==> src/rtl/tff_mod_counter.sv <==
// rtl/tff_mod_counter.sv - modulo-N up/down counter built from WIDTH toggle flip-flops.
// Define TFF_MOD_COUNTER_SAT_EN to saturate at the range ends instead of wrapping.
module tff_mod_counter #(
  parameter int WIDTH   = 4,
  parameter int MODULUS = 16
) (
  input  logic             clk,
  input  logic             rst,
  input  logic             en,
  input  logic             up,
  input  logic             load,
  input  logic [WIDTH-1:0] load_val,
  output logic [WIDTH-1:0] q,
  output logic [WIDTH-1:0] qbar,
  output logic             tc,
  output logic             wrap
);

  localparam logic [WIDTH-1:0] MAX = WIDTH'(MODULUS - 1);
  localparam logic [WIDTH-1:0] ONE = WIDTH'(1);

  logic [WIDTH-1:0] q_q;
  logic [WIDTH-1:0] q_d;
  logic [WIDTH-1:0] t;
  logic             at_max;
  logic             at_zero;
`ifndef TFF_MOD_COUNTER_SAT_EN
  logic             wrap_q;
  logic             wrap_d;
`endif

  assign at_max  = (q_q == MAX);
  assign at_zero = (q_q == '0);

  always_comb begin
    q_d = q_q;
`ifndef TFF_MOD_COUNTER_SAT_EN
    wrap_d = 1'b0;
`endif
    if (load) begin
      q_d = (load_val > MAX) ? MAX : load_val;
    end else if (en) begin
      if (up) begin
        if (at_max) begin
`ifdef TFF_MOD_COUNTER_SAT_EN
          q_d = MAX;
`else
          q_d    = '0;
          wrap_d = 1'b1;
`endif
        end else begin
          q_d = q_q + ONE;
        end
      end else begin
        if (at_zero) begin
`ifdef TFF_MOD_COUNTER_SAT_EN
          q_d = '0;
`else
          q_d    = MAX;
          wrap_d = 1'b1;
`endif
        end else begin
          q_d = q_q - ONE;
        end
      end
    end
  end

  // Toggle vector: each bit flips only where the requested state differs.
  assign t = q_q ^ q_d;

  always_ff @(posedge clk) begin
    if (!rst) begin
      q_q <= '0;
    end else begin
      q_q <= q_q ^ t;
    end
  end

`ifdef TFF_MOD_COUNTER_SAT_EN
  assign wrap = 1'b0;
`else
  always_ff @(posedge clk) begin
    if (!rst) begin
      wrap_q <= 1'b0;
    end else begin
      wrap_q <= wrap_d;
    end
  end

  assign wrap = wrap_q;
`endif

  assign q    = q_q;
  assign qbar = ~q_q;
  assign tc   = en & (up ? at_max : at_zero);

endmodule

==> config.mk <==
export PLATFORM = sky130hd
export DESIGN_NAME = tff_mod_counter
export DESIGN_NICKNAME = d
export VERILOG_FILES = /design/src/rtl/tff_mod_counter.sv
export SDC_FILE = /design/constraint.sdc
export NUM_CORES = 1
export LEC_CHECK = 0
export ABC_AREA = 1
export CAP_MARGIN = 20
export CORE_AREA = 2 2 39 41
export DETAILED_ROUTE_END_ITERATION = 10
export DIE_AREA = 0 0 41 43
export PLACE_DENSITY = 0.67
export SETUP_SLACK_MARGIN = 0.4
export SYNTH_ARGS = -nofsm -noshare
export SYNTH_HDL_FRONTEND = slang
export SYNTH_SLANG_ARGS = --single-unit
export TNS_END_PERCENT = 100
==> constraint.sdc <==
create_clock -name clk -period 1.5 [get_ports clk]
set_clock_uncertainty 0.05 [all_clocks]
set_input_delay 0.225 -clock clk [delete_from_list [all_inputs] [get_ports clk]]
set_output_delay 0.225 -clock clk [all_outputs]
set_load 0.05 [all_outputs]
After elaboration in Yosys (flattened, before gate mapping)
Index checks and enable logic that the tools add are counted.
{"block": "op_classes", "n_eq_ne": 1, "multipliers": 0, "div_mod_pow": 0, "n_reduce_logical": 2, "addsub": 2, "n_shift": 0, "muxes": 10, "n_bitwise": 6, "magnitude_cmp": 1}
{"op": "$mux 4", "count": 6}
{"op": "$xor 4x4->4", "count": 2}
{"op": "$add 4x1->4 const B", "count": 1}
{"op": "$eq 4x4->1 const B", "count": 1}
{"op": "$gt 4x4->1 const B", "count": 1}
{"op": "$logic_not 4->1", "count": 1}
{"op": "$mux 1", "count": 4}
{"op": "$not 4->4", "count": 1}
{"op": "$sub 4x1->4 const B", "count": 1}
{"op": "$reduce_or 3->1", "count": 1}
{"op": "$not 1->1", "count": 2}
{"op": "$and 1x1->1", "count": 1}
{"block": "totals", "reg_bits": 5, "latchBits": 0, "output_inout_bits": 10, "rom_bits": 0, "ramBits": 0, "memories": 0, "word_cells": 24}

Logic depth before layout (Yosys ltp)
{"block": "logic_depth", "word_depth": 7, "mapped_depth": 9}

Worst setup path before layout
No wires, ideal clock.
{"block": "synth_path", "kind": "register -> output", "startpoint": "reg q_q[0], in the netlist q[0]", "endpoint": "out tc", "path_slack_ps": -634, "t_arrival_ps": 1859, "required_ps": 1225, "path_stages_with_launch": 7, "path_cell_list": "dfxtp_1 inv_1 ha_1 nand3_1 nand2_1 nand2_1 inv_1"}
{"block": "synth_via", "elab_chain_len": 3}
{"item": "start, declared", "line_no": "22", "rtl": "logic [WIDTH-1:0] q_q;"}
{"item": "start signal, assigned", "line_no": "76", "rtl": "q_q <= q_q ^ t;"}
{"item": "$eq 4x4->1 / $logic_not 4->1 (equally long branches)", "line_no": "32, 33"}
{"item": "$mux 1 *", "line_no": "96", "rtl": "assign tc = en & (up ? at_max : at_zero);"}
{"item": "$and 1x1->1 *", "line_no": "96"}
{"item": "end, declared", "line_no": "15", "rtl": "output logic tc,"}
Every way passes the cells marked *; elsewhere a longest branch is shown, timed or not.

Final worst setup path
Ends and elaborated chain as after synthesis.

==> metrics.md <==
| Metric | Value |
|---|---|
| Status | `finished, violations left` |
| Failing checks | `setup timing` |
| Unrepaired setup endpoints after global routing | `true` |
| TritonCTS clock tree | `built` |
| Grt met1 use | `0.1871` |
| HPWL Detailed | `~830 um` |
| Post-synthesis compound-gate area fraction | `0.1683` |
| Die ar. | `roughly 1800 sq um` |
| Fin crit period | `1644 ps` |
| Largest family of logic cells by synthesized area | `simple AND/OR/NAND/NOR gates` |
| Share of cells above drive strength 1 | `0.5417` |
| Fin crit share | `1.096` |
| Reg2reg setup slack | `roughly 90 ps` |
| Inst Count DP | `99` |
| Maxcap violations | `0` |
| IO Port Bufs | `18` |
| Antenna viol nets, final | `0` |
| Mux cell area share after synthesis | `0` |
| Vias in the first global route | `around 480` |
| Type of origin of the critical path | `flop` |
| Count of TritonRoute iterations in the first routing pass | `4` |
| Crit-path cells | `clkinvlp_4 > ha_4 > nand3_2 > nand2_1 > nand2_2 > clkinvlp_4 > buf_12` |
| Area contributors post-synth | `dfxtp_1 26%, nand3_1 12%, nand2_1 11%` |
| Synth-to-layout area growth | `135.6%` |
| Most common cell after layout, fill and taps aside | `buf_4` |
| Fill cell count | `about 110` |
| Slew HR | `0.8549` |
| Cells after synthesis | `slightly below 60` |
| R2R Path Start | `q[0]$_SDFF_PN0_` |
| Placed instance area | `about 760 sq um` |
| Worst vdd ir | `~0.48 mV` |
| Inserted Clock Buffers | `3` |
| Global-route track usage on met2 | `0.2469` |
| Power per cell area | `~740 nW/um^2` |
| Design area | `910.9 sq um` |
| Final hold vios | `0` |
| Post-DR vias/cell | `between 4 and 5` |
| CTS Buffer Depth | `2` |
| WP buf/inv | `3` |
| HP Class | `primary input to flop` |
| Distinct cell type count after synthesis | `17` |
| Multi-input gate area | `291.5 sq um` |
| P_leak | `about 0.40 nW` |
| Setup crit end | `tc` |
| GRT Overall Usage | `0.1568` |
| Crit-path leading delay family | `flip-flops` |
| R2R cell count | `10` |
| Chip width | `41 um` |
| Fmax | `between 600 and 700 MHz` |
| Final setup fails | `1` |
| Synth area leader | `dfxtp_1` |
| GR Layer Usage met3 | `0.02094` |
| DRC Markers | `0` |
| Total wire length | `1211 um` |
| Clock Sink Count | `5` |
| CTS H-Tree Depth | `1` |
| Worst hold slack | `roughly 530 ps` |
| Critical path capture point type | `output port` |
| Setup Total Neg Slack | `-143.6 ps` |
| Total congestion overflow | `0` |
| Root Driver | `clkbuf_4` |
| Reg clk slew, reported paths | `roughly 50 ps` |
| First-pass GRT wire length | `1918 um` |
| Chip Height | `approximately 43 um` |
| I/O pins | `19` |
| Post-Synth Simple-Gate Area | `0.3592` |
| GR peak layer | `met2` |
| Worst R2R End | `q[2]$_SDFF_PN0_` |
| NumNets Final | `108` |
| Worst path depth | `7` |
| Slew Limit Fails | `0` |
| Slowest library cell on the worst path | `dfxtp_4` |
| Required time of the critical path | `between 1000 and 1500 ps` |
| Register Area | `115.1 sq um` |
| GP Congestion | `0.7190` |
| Area share of the largest cell type after synthesis | `0.2589` |
| Initial antenna violation count | `0` |
| #FFs+latches synth | `5` |
| Post-Syn Area | `~390 sq um` |
| Synthesized Nets | `70` |
| Post-synthesis adder-cell area fraction | `0.06472` |
| Max incr delay on CP | `360 ps` |
| Worst slew pin tran | `between 200 and 250 ps` |
| Ys Warns | `0` |
| N_diodes | `0` |
| Sequential area share after synthesis | `0.2589` |
| Critical path class | `flop to output port` |
| Setup slack after layout | `-143.6 ps` |
| Wire per inst | `10.81 um` |
| Critical Path AT | `1370 ps` |
| Via count | `523` |
| Mean area per synthesized cell | `roughly 6.6 sq um` |
| Hold Path Stages | `2` |
| Most frequent CP cell | `clkinvlp_4` |
| CORE AREA | `1384 sq um` |
| Worst-Skew Late Latency | `approximately 240 ps` |
| Most frequent cells in the layout | `13 x buf_4, 10 x nand2_1, 9 x buf_12, 8 x clkdlybuf4s50_1, 6 x nand3_1` |
| Row cnt | `14` |
| CP Max Fanout | `3` |
| Starting Density | `0.2794` |
| XOR/XNOR share of the synthesized area | `0.02265` |
| Initial DRC Count | `9` |
| Crit. Startpoint | `q[0]$_SDFF_PN0_` |
| Final Util | `0.6582` |
| Non-Filler Instances | `between 100 and 150` |
| Largest net degree at the start of global routing | `10` |
## final cells by class
type                       instances  share of cell area
clock buffer                       4             0.02885
inverter                          10             0.06044
multi-input combinational         43              0.3201
sequential                         5              0.1264
tap                               16             0.02198
timing repair buffer              34              0.4423
## Yosys cell counts, drive strengths merged
| cell type | number |
|---|---|
| a21oi | 5 |
| buf | 1 |
| dfxtp | 5 |
| ha | 2 |
| inv | 10 |
| nand2 | 11 |
| nand3 | 9 |
| nand4 | 2 |
| nor2 | 6 |
| nor3 | 1 |
| o211ai | 1 |
| o21ai | 5 |
| xor2 | 1 |
## registers in the layout (all words and copies together) (netlist names)
register,count
q,4
wrap,1
## logic make-up (layout without fill, tap and decap cells)
| logic type | after synthesis | after routing |
|---|---|---|
| compound gates | 11 | 11 |
| xor+xnor | 1 | 1 |
| fa+ha+maj | 2 | 2 |
| buf+inv | 11 | 48 |
| flops | 5 | 5 |
| simple gates | 29 | 29 |
## worst reg2reg max path: stages, from the launching register on
cell and delay [ps]:
dfxtp_4 360, clkinvlp_4 100, ha_4 180, buf_4 130, buf_6 120, nor2_4 70
nor2_2 40, o211ai_1 80, nand3_1 90, nand2_1 60, inv_1 30
## layer usage
| layer | wire (um) | part of all wire |
|---|---|---|
| met5 | 0 | 0 |
| met1 | 500 | 0.41 |
| met2 | 654 | 0.54 |
| met4 | 9 | 0.0074 |
| met3 | 47 | 0.039 |
## per-stage QoR
step,power (W),worst slack [ps]
floorplan,0.0003163,-299.7
global placement,0.0004562,-62.19
detailed placement,0.0004583,-88.43
CTS,0.0006385,-141.8
global route,0.0007082,-205.0
finish,0.0006745,-143.6
## power by group
group	internal [W]	switching, W	leakage (nW)
clock network	0.000101	0.0000574	0.0150
registers	0.000143	0.0000204	0.0437
logic	0.000181	0.000172	0.340
total	0.000424	0.000250	0.399
## timing repair
| item | CTS | global route |
|---|---|---|
| pin swaps | 5 | 6 |
| setup endpoints to repair | 12 | 14 |
| gates resized for setup | 6 | 8 |
| buffers inserted | 4 | 5 |
| cloned | 0 | 0 |
| hold buffers | 0 | 0 |
## worst min-delay path by stage
stage                      end            start
2_1_floorplan  wrap$_SDFF_PP0_             load
3_3_place_gp   q[2]$_SDFF_PN0_  q[2]$_SDFF_PN0_
3_5_place_dp   q[2]$_SDFF_PN0_  q[2]$_SDFF_PN0_
4_1_cts        wrap$_SDFF_PP0_             load
5_1_grt        wrap$_SDFF_PP0_             load
6_report       wrap$_SDFF_PP0_             load
Note: power is estimated with default switching activity, not from simulation.
